File: src/rtl/io_request_handshake.sv
// Operator handshake for I/O instructions: stalls the core until a fresh button press
// releases the pending input (switch capture) or output instruction.
module io_request_handshake #(
  parameter int IO_WIDTH   = 16,
  parameter int DATA_WIDTH = 32,
  parameter int WAIT_WIDTH = 16
) (
  input  logic                  clock,
  input  logic                  reset,
  input  logic                  is_input,
  input  logic                  is_output,
  input  logic                  confirmation,
  input  logic                  continue_btn,
  input  logic [IO_WIDTH:0]     sw,
  output logic                  hold,
  output logic [DATA_WIDTH-1:0] input_data,
  output logic                  input_valid,
  output logic                  waiting_input,
  output logic                  waiting_output,
  output logic [WAIT_WIDTH-1:0] wait_cycles
);

  typedef enum logic [2:0] {
    IDLE,
    ARM_IN,
    WAIT_IN,
    DONE_IN,
    ARM_OUT,
    WAIT_OUT,
    DONE_OUT
  } state_t;

  state_t state;

  logic [DATA_WIDTH-1:0] sw_ext;
  logic                  in_wait;

  // Switch MSB selects sign extension of the value field; otherwise zero-extend.
  assign sw_ext = sw[IO_WIDTH]
                ? {{(DATA_WIDTH-IO_WIDTH){sw[IO_WIDTH-1]}}, sw[IO_WIDTH-1:0]}
                : {{(DATA_WIDTH-IO_WIDTH){1'b0}}, sw[IO_WIDTH-1:0]};

  assign in_wait        = (state == ARM_IN) || (state == WAIT_IN) ||
                          (state == ARM_OUT) || (state == WAIT_OUT);
  assign waiting_input  = (state == ARM_IN)  || (state == WAIT_IN);
  assign waiting_output = (state == ARM_OUT) || (state == WAIT_OUT);

  always_ff @(posedge clock) begin
    if (reset) begin
      state       <= IDLE;
      hold        <= 1'b0;
      input_data  <= '0;
      input_valid <= 1'b0;
      wait_cycles <= '0;
    end else begin
      // NOTE: non-blocking everywhere here; the pulse default is overridden only on capture.
      input_valid <= 1'b0;

      if (in_wait && (wait_cycles != '1))
        wait_cycles <= wait_cycles + WAIT_WIDTH'(1);

      unique case (state)
        IDLE: begin
          if (is_input) begin
            state       <= ARM_IN;
            hold        <= 1'b1;
            wait_cycles <= '0;
          end else if (is_output) begin
            state       <= ARM_OUT;
            hold        <= 1'b1;
            wait_cycles <= '0;
          end
        end

        // A press still held from before the request must be released first.
        ARM_IN: begin
          if (!is_input) begin
            state <= IDLE;
            hold  <= 1'b0;
          end else if (!confirmation) begin
            state <= WAIT_IN;
          end
        end

        WAIT_IN: begin
          if (!is_input) begin
            state <= IDLE;
            hold  <= 1'b0;
          end else if (confirmation) begin
            state       <= DONE_IN;
            hold        <= 1'b0;
            input_data  <= sw_ext;
            input_valid <= 1'b1;
          end
        end

        DONE_IN: begin
          if (!is_input) state <= IDLE;
        end

        ARM_OUT: begin
          if (!is_output) begin
            state <= IDLE;
            hold  <= 1'b0;
          end else if (!continue_btn) begin
            state <= WAIT_OUT;
          end
        end

        WAIT_OUT: begin
          if (!is_output) begin
            state <= IDLE;
            hold  <= 1'b0;
          end else if (continue_btn) begin
            state <= DONE_OUT;
            hold  <= 1'b0;
          end
        end

        DONE_OUT: begin
          if (!is_output) state <= IDLE;
        end

        default: begin
          state <= IDLE;
          hold  <= 1'b0;
        end
      endcase
    end
  end

endmodule

File: config.mk
export PLATFORM = sky130hd
export DESIGN_NAME = io_request_handshake
export DESIGN_NICKNAME = d
export VERILOG_FILES = /design/src/rtl/io_request_handshake.sv
export SDC_FILE = /design/constraint.sdc
export NUM_CORES = 1
export LEC_CHECK = 0
export CAP_MARGIN = 30
export CORE_MARGIN = 2
export CORE_UTILIZATION = 39
export CTS_CLUSTER_DIAMETER = 30
export DETAILED_ROUTE_END_ITERATION = 6
export GPL_ROUTABILITY_DRIVEN = 0
export GPL_TIMING_DRIVEN = 0
export MAX_ROUTING_LAYER = met4
export PLACE_DENSITY = 0.82
export SLEW_MARGIN = 20
export SYNTH_ARGS = -nofsm -noshare
export SYNTH_HDL_FRONTEND = slang
export SYNTH_SLANG_ARGS = --single-unit
File: constraint.sdc
create_clock -name clock -period 1.7 [get_ports clock]
set_clock_uncertainty 0.1 [all_clocks]
set_input_delay 0.51 -clock clock [delete_from_list [all_inputs] [get_ports clock]]
set_output_delay 0.51 -clock clock [all_outputs]
set_load 0.05 [all_outputs]
==> flow_metrics.py <==
metrics = {
    "status": {
        "status": "finished, violations left",
        "violations": "setup timing",
    },
    "synthesis": {
        "synth.distinct_cells": 39,
        "synthArstFlopShare_pct": 0,
        "synthXorXnorAreaFrac_pct": 0.464,
        "avgSynthCellArea_um2": 7.83,
        "ys_ff_latch": 38,
        "seq_area_frac_synth_pct": 40.3,
        "synth_nets": 265,
        "synth_warnings": 0,
        "dominantRegCellSynth": "dfxtp_1",
        "synth_cells": 241,
        "syn_area_um2": 1890,
        "synthAdderAreaFrac_pct": 0.663,
        "synth_simple_gate_area_share_pct": 27.2,
        "synth-edff-count": 0,
        "synth_top_family_by_area": "simple AND/OR/NAND/NOR gates",
        "synth-compound-area-share_pct": 21.2,
        "synth.area.mux_share_pct": 0.531,
    },
    "floorplan": {
        "io_pins": 75,
        "coreArea_um2": 4690,
        "die_h_um": 73.6,
        "start_util_pct": 40.2,
        "die_area_um2": 5410,
        "die_x_um": 73.6,
        "rows": 25,
    },
    "layout": {
        "layout_commonest_cell": "nand2_1",
        "fillers": 357,
        "antenna_cells": 0,
        "fin_nets": 356,
        "mostFrequentLayoutCells": "nand2_1, buf_4, a21oi_1",
        "areaGrowthSynthToFinish_pct": 73.2,
        "design_area_um2": 3270,
        "drive_above_1_share_pct": 43.5,
        "final_core_util_pct": 69.7,
    },
    "sta": {
        "timing.final.ws_setup_ps": -133,
        "slew_headroom_pct": 71.3,
        "hold_viol_final": 0,
        "rsz0062_at_grt": "yes",
        "max_freq_mhz": 546,
        "fin_crit_sh_pct": 108,
        "hold_slack_ps": 352,
        "setup_viol": 10,
        "min_period_ps": 1830,
        "slew_viol_final": 0,
        "tightest_slew_ps": 431,
    },
    "setup_path": {
        "worstPathRequired_ps": 1090,
        "path_cells": "buf_8, buf_8, xnor2_4, nor2_4, buf_6",
        "max_stage_delay_ps": 340,
        "cp.buffers_inverters": 3,
        "crit_fanout": 3,
        "cp-start-kind": "flop",
        "endpoint": "waiting_input",
        "path_delay_family": "buffers and inverters",
        "arrival_ps": 1220,
        "cp-end-kind": "output pin",
        "cp-startpoint": "state[1]",
        "r2r-end": "wait_cycles[9]",
        "reg2reg_from": "state[1]",
        "critPathSlowestCell": "dfxtp_2",
        "reg2reg_depth": 6,
        "regToRegSetupSlack_ps": -130,
        "crit_type": "reg2out",
        "worstSetupPathDepth": 5,
        "path_common_cell": "buf_8",
    },
    "cts": {
        "clk_pin_slew_ps": 80,
        "hold_buffers": 0,
        "clockBufferDepth": 2,
        "root_buffer": "clkbuf_8",
        "cts_buffers": 5,
        "cts.sinks": 38,
        "htree_levels": 2,
        "tritoncts": "done",
        "clkLatencyLatePin_ps": 290,
    },
    "flow_run": {
        "maxCapViolations": 0,
    },
    "drt": {
        "ant_nets": 0,
        "wl_per_cell_um": 15.2,
        "drt-total-wl_um": 5880,
        "drtIter0Drc": 140,
        "first_pass_iters": 4,
        "viasPerCell": 5.52,
        "vias": 2135,
        "route.detailed.drc": 0,
    },
    "grt": {
        "grt_usage_pct": 20.7,
        "antenna_found_initial": 0,
        "grt_max_degree": 18,
        "grt_pass1_wl_um": 8540,
        "grt_util_met3_pct": 3.29,
        "met2_usage_pct": 34.1,
        "grtUsageMet1_pct": 25.0,
        "grt_pass1_vias": 1835,
        "grt-ovfl-total": 0,
        "busiest_layer": "met2",
    },
    "placement": {
        "dpl_cell_area_um2": 2770,
        "place_ws_ps": -773,
        "portBuffers": 73,
        "hpwlAfterDp_um": 3570,
    },
    "power": {
        "pwr-share-clk_pct": 42.2,
        "p_comb_share_pct": 14.8,
        "p_int_mw": 1.60,
        "power_density_nw_per_um2": 646,
        "switching_power_mw": 0.509,
        "p_leak_nw": 1.18,
        "seq_power_share_pct": 43.0,
        "switching_share_pct": 24.1,
        "ir_worst_vdd_uv": 416,
    },
    "worst_hold_path": {
        "hold-path-cell-count": 2,
        "hold_class": "reg2reg",
    },
}
metrics by stage:
step           TNS (ps)  std cells  total power, mW
6_report           -755        387             2.11
5_1_grt           -1520        387             2.19
4_1_cts            -450        382             2.11
3_5_place_dp     -22760        368             1.19
3_3_place_gp     -21830        368             1.19
2_1_floorplan     -87.4        241             1.08
Yosys cell counts, types with 2 or more instances:
cell | count | share of area [%]
nand4_1 | 5 | 1.7
nor2b_1 | 2 | 0.66
o21ai_1 | 2 | 0.53
nand2b_1 | 2 | 0.66
or4_1 | 8 | 3.2
o21a_1 | 4 | 1.6
o21ai_0 | 7 | 1.9
nor2_1 | 6 | 1.2
nand2_1 | 46 | 9.2
a21oi_1 | 34 | 9.0
and4_1 | 4 | 1.9
clkbuf_1 | 11 | 2.2
dfxtp_1 | 38 | 40
o31ai_1 | 10 | 4.0
nand3_1 | 7 | 1.9
nor3_1 | 8 | 2.1
or3_1 | 4 | 1.3
buf_4 | 15 | 6.0
nor4_1 | 2 | 0.66
nor3b_1 | 2 | 0.80
buf_2 | 2 | 0.53
a211oi_1 | 2 | 0.80
inv_1 | 4 | 0.80
worst register-to-register path, cell delays in order (launching register included):
cell and delay (ps):
dfxtp_2 340, buf_4 130, o21a_1 110, or3_4 340, buf_6 140, or4_1 470, a21oi_1 130
what timing repair did:
| item | in CTS | in global routing |
|---|---|---|
| resized for setup | 256 | 47 |
| endpoints found under the setup margin | 85 | 33 |
| gates cloned | 1 | 1 |
| setup buffers | 6 | 5 |
| pin swaps | 13 | 9 |
cell type report:
type / count / area (um2) / area share, %
Sequential cell: 38 / 806 / 24.7
Inverter: 4 / 15.0 / 0.459
Multi-Input combinational cell: 170 / 1150 / 35.3
Tap cell: 54 / 67.6 / 2.07
Timing Repair Buffer: 86 / 861 / 26.3
Clock inverter: 1 / 30.0 / 0.919
Clock buffer: 7 / 108 / 3.29
Buffer: 27 / 228 / 6.97
power by group through the flow:
stage	clock, mW	sequential (mW)	combinational (mW)
3_3_place_gp	0	0.926	0.260
2_1_floorplan	0	0.953	0.131
6_report	0.891	0.909	0.312
4_1_cts	0.902	0.908	0.303
5_1_grt	0.939	0.912	0.336
3_5_place_dp	0	0.927	0.263
flip-flops by register name (all words and copies together), names as in the netlist:
| name | flops |
|---|---|
| input_valid | 1 |
| input_data | 17 |
| wait_cycles | 16 |
| state | 3 |
| hold | 1 |
layer usage:
layer,routed length (um),part of all wire [%],vias to the layer above
met5,0,0,-
met2,3180,54,76
li1,-,-,1038
met1,2380,40,1016
met3,272,4.6,5
met4,50,0.85,0
cell families after synthesis:
group,after synthesis
AOI/OAI and AO/OA,66
xor gates and xnor gates,1
adders and majority gates,1
buffers and inverters,33
DFF,38
muxes,1
and+or+nand+nor,101
how the worst min path moves through the flow:
stage | startpoint | to | slack, ps
final | input_data[0] | input_data[0] | 350
after global placement | input_data[5] | input_data[5] | 340
after floorplan | wait_cycles[4] | wait_cycles[4] | 460
after detailed placement | input_data[0] | input_data[0] | 350
after CTS | input_data[0] | input_data[0] | 360
after global routing | input_data[1] | input_data[1] | 370
Power figures use the tool's default switching activity.
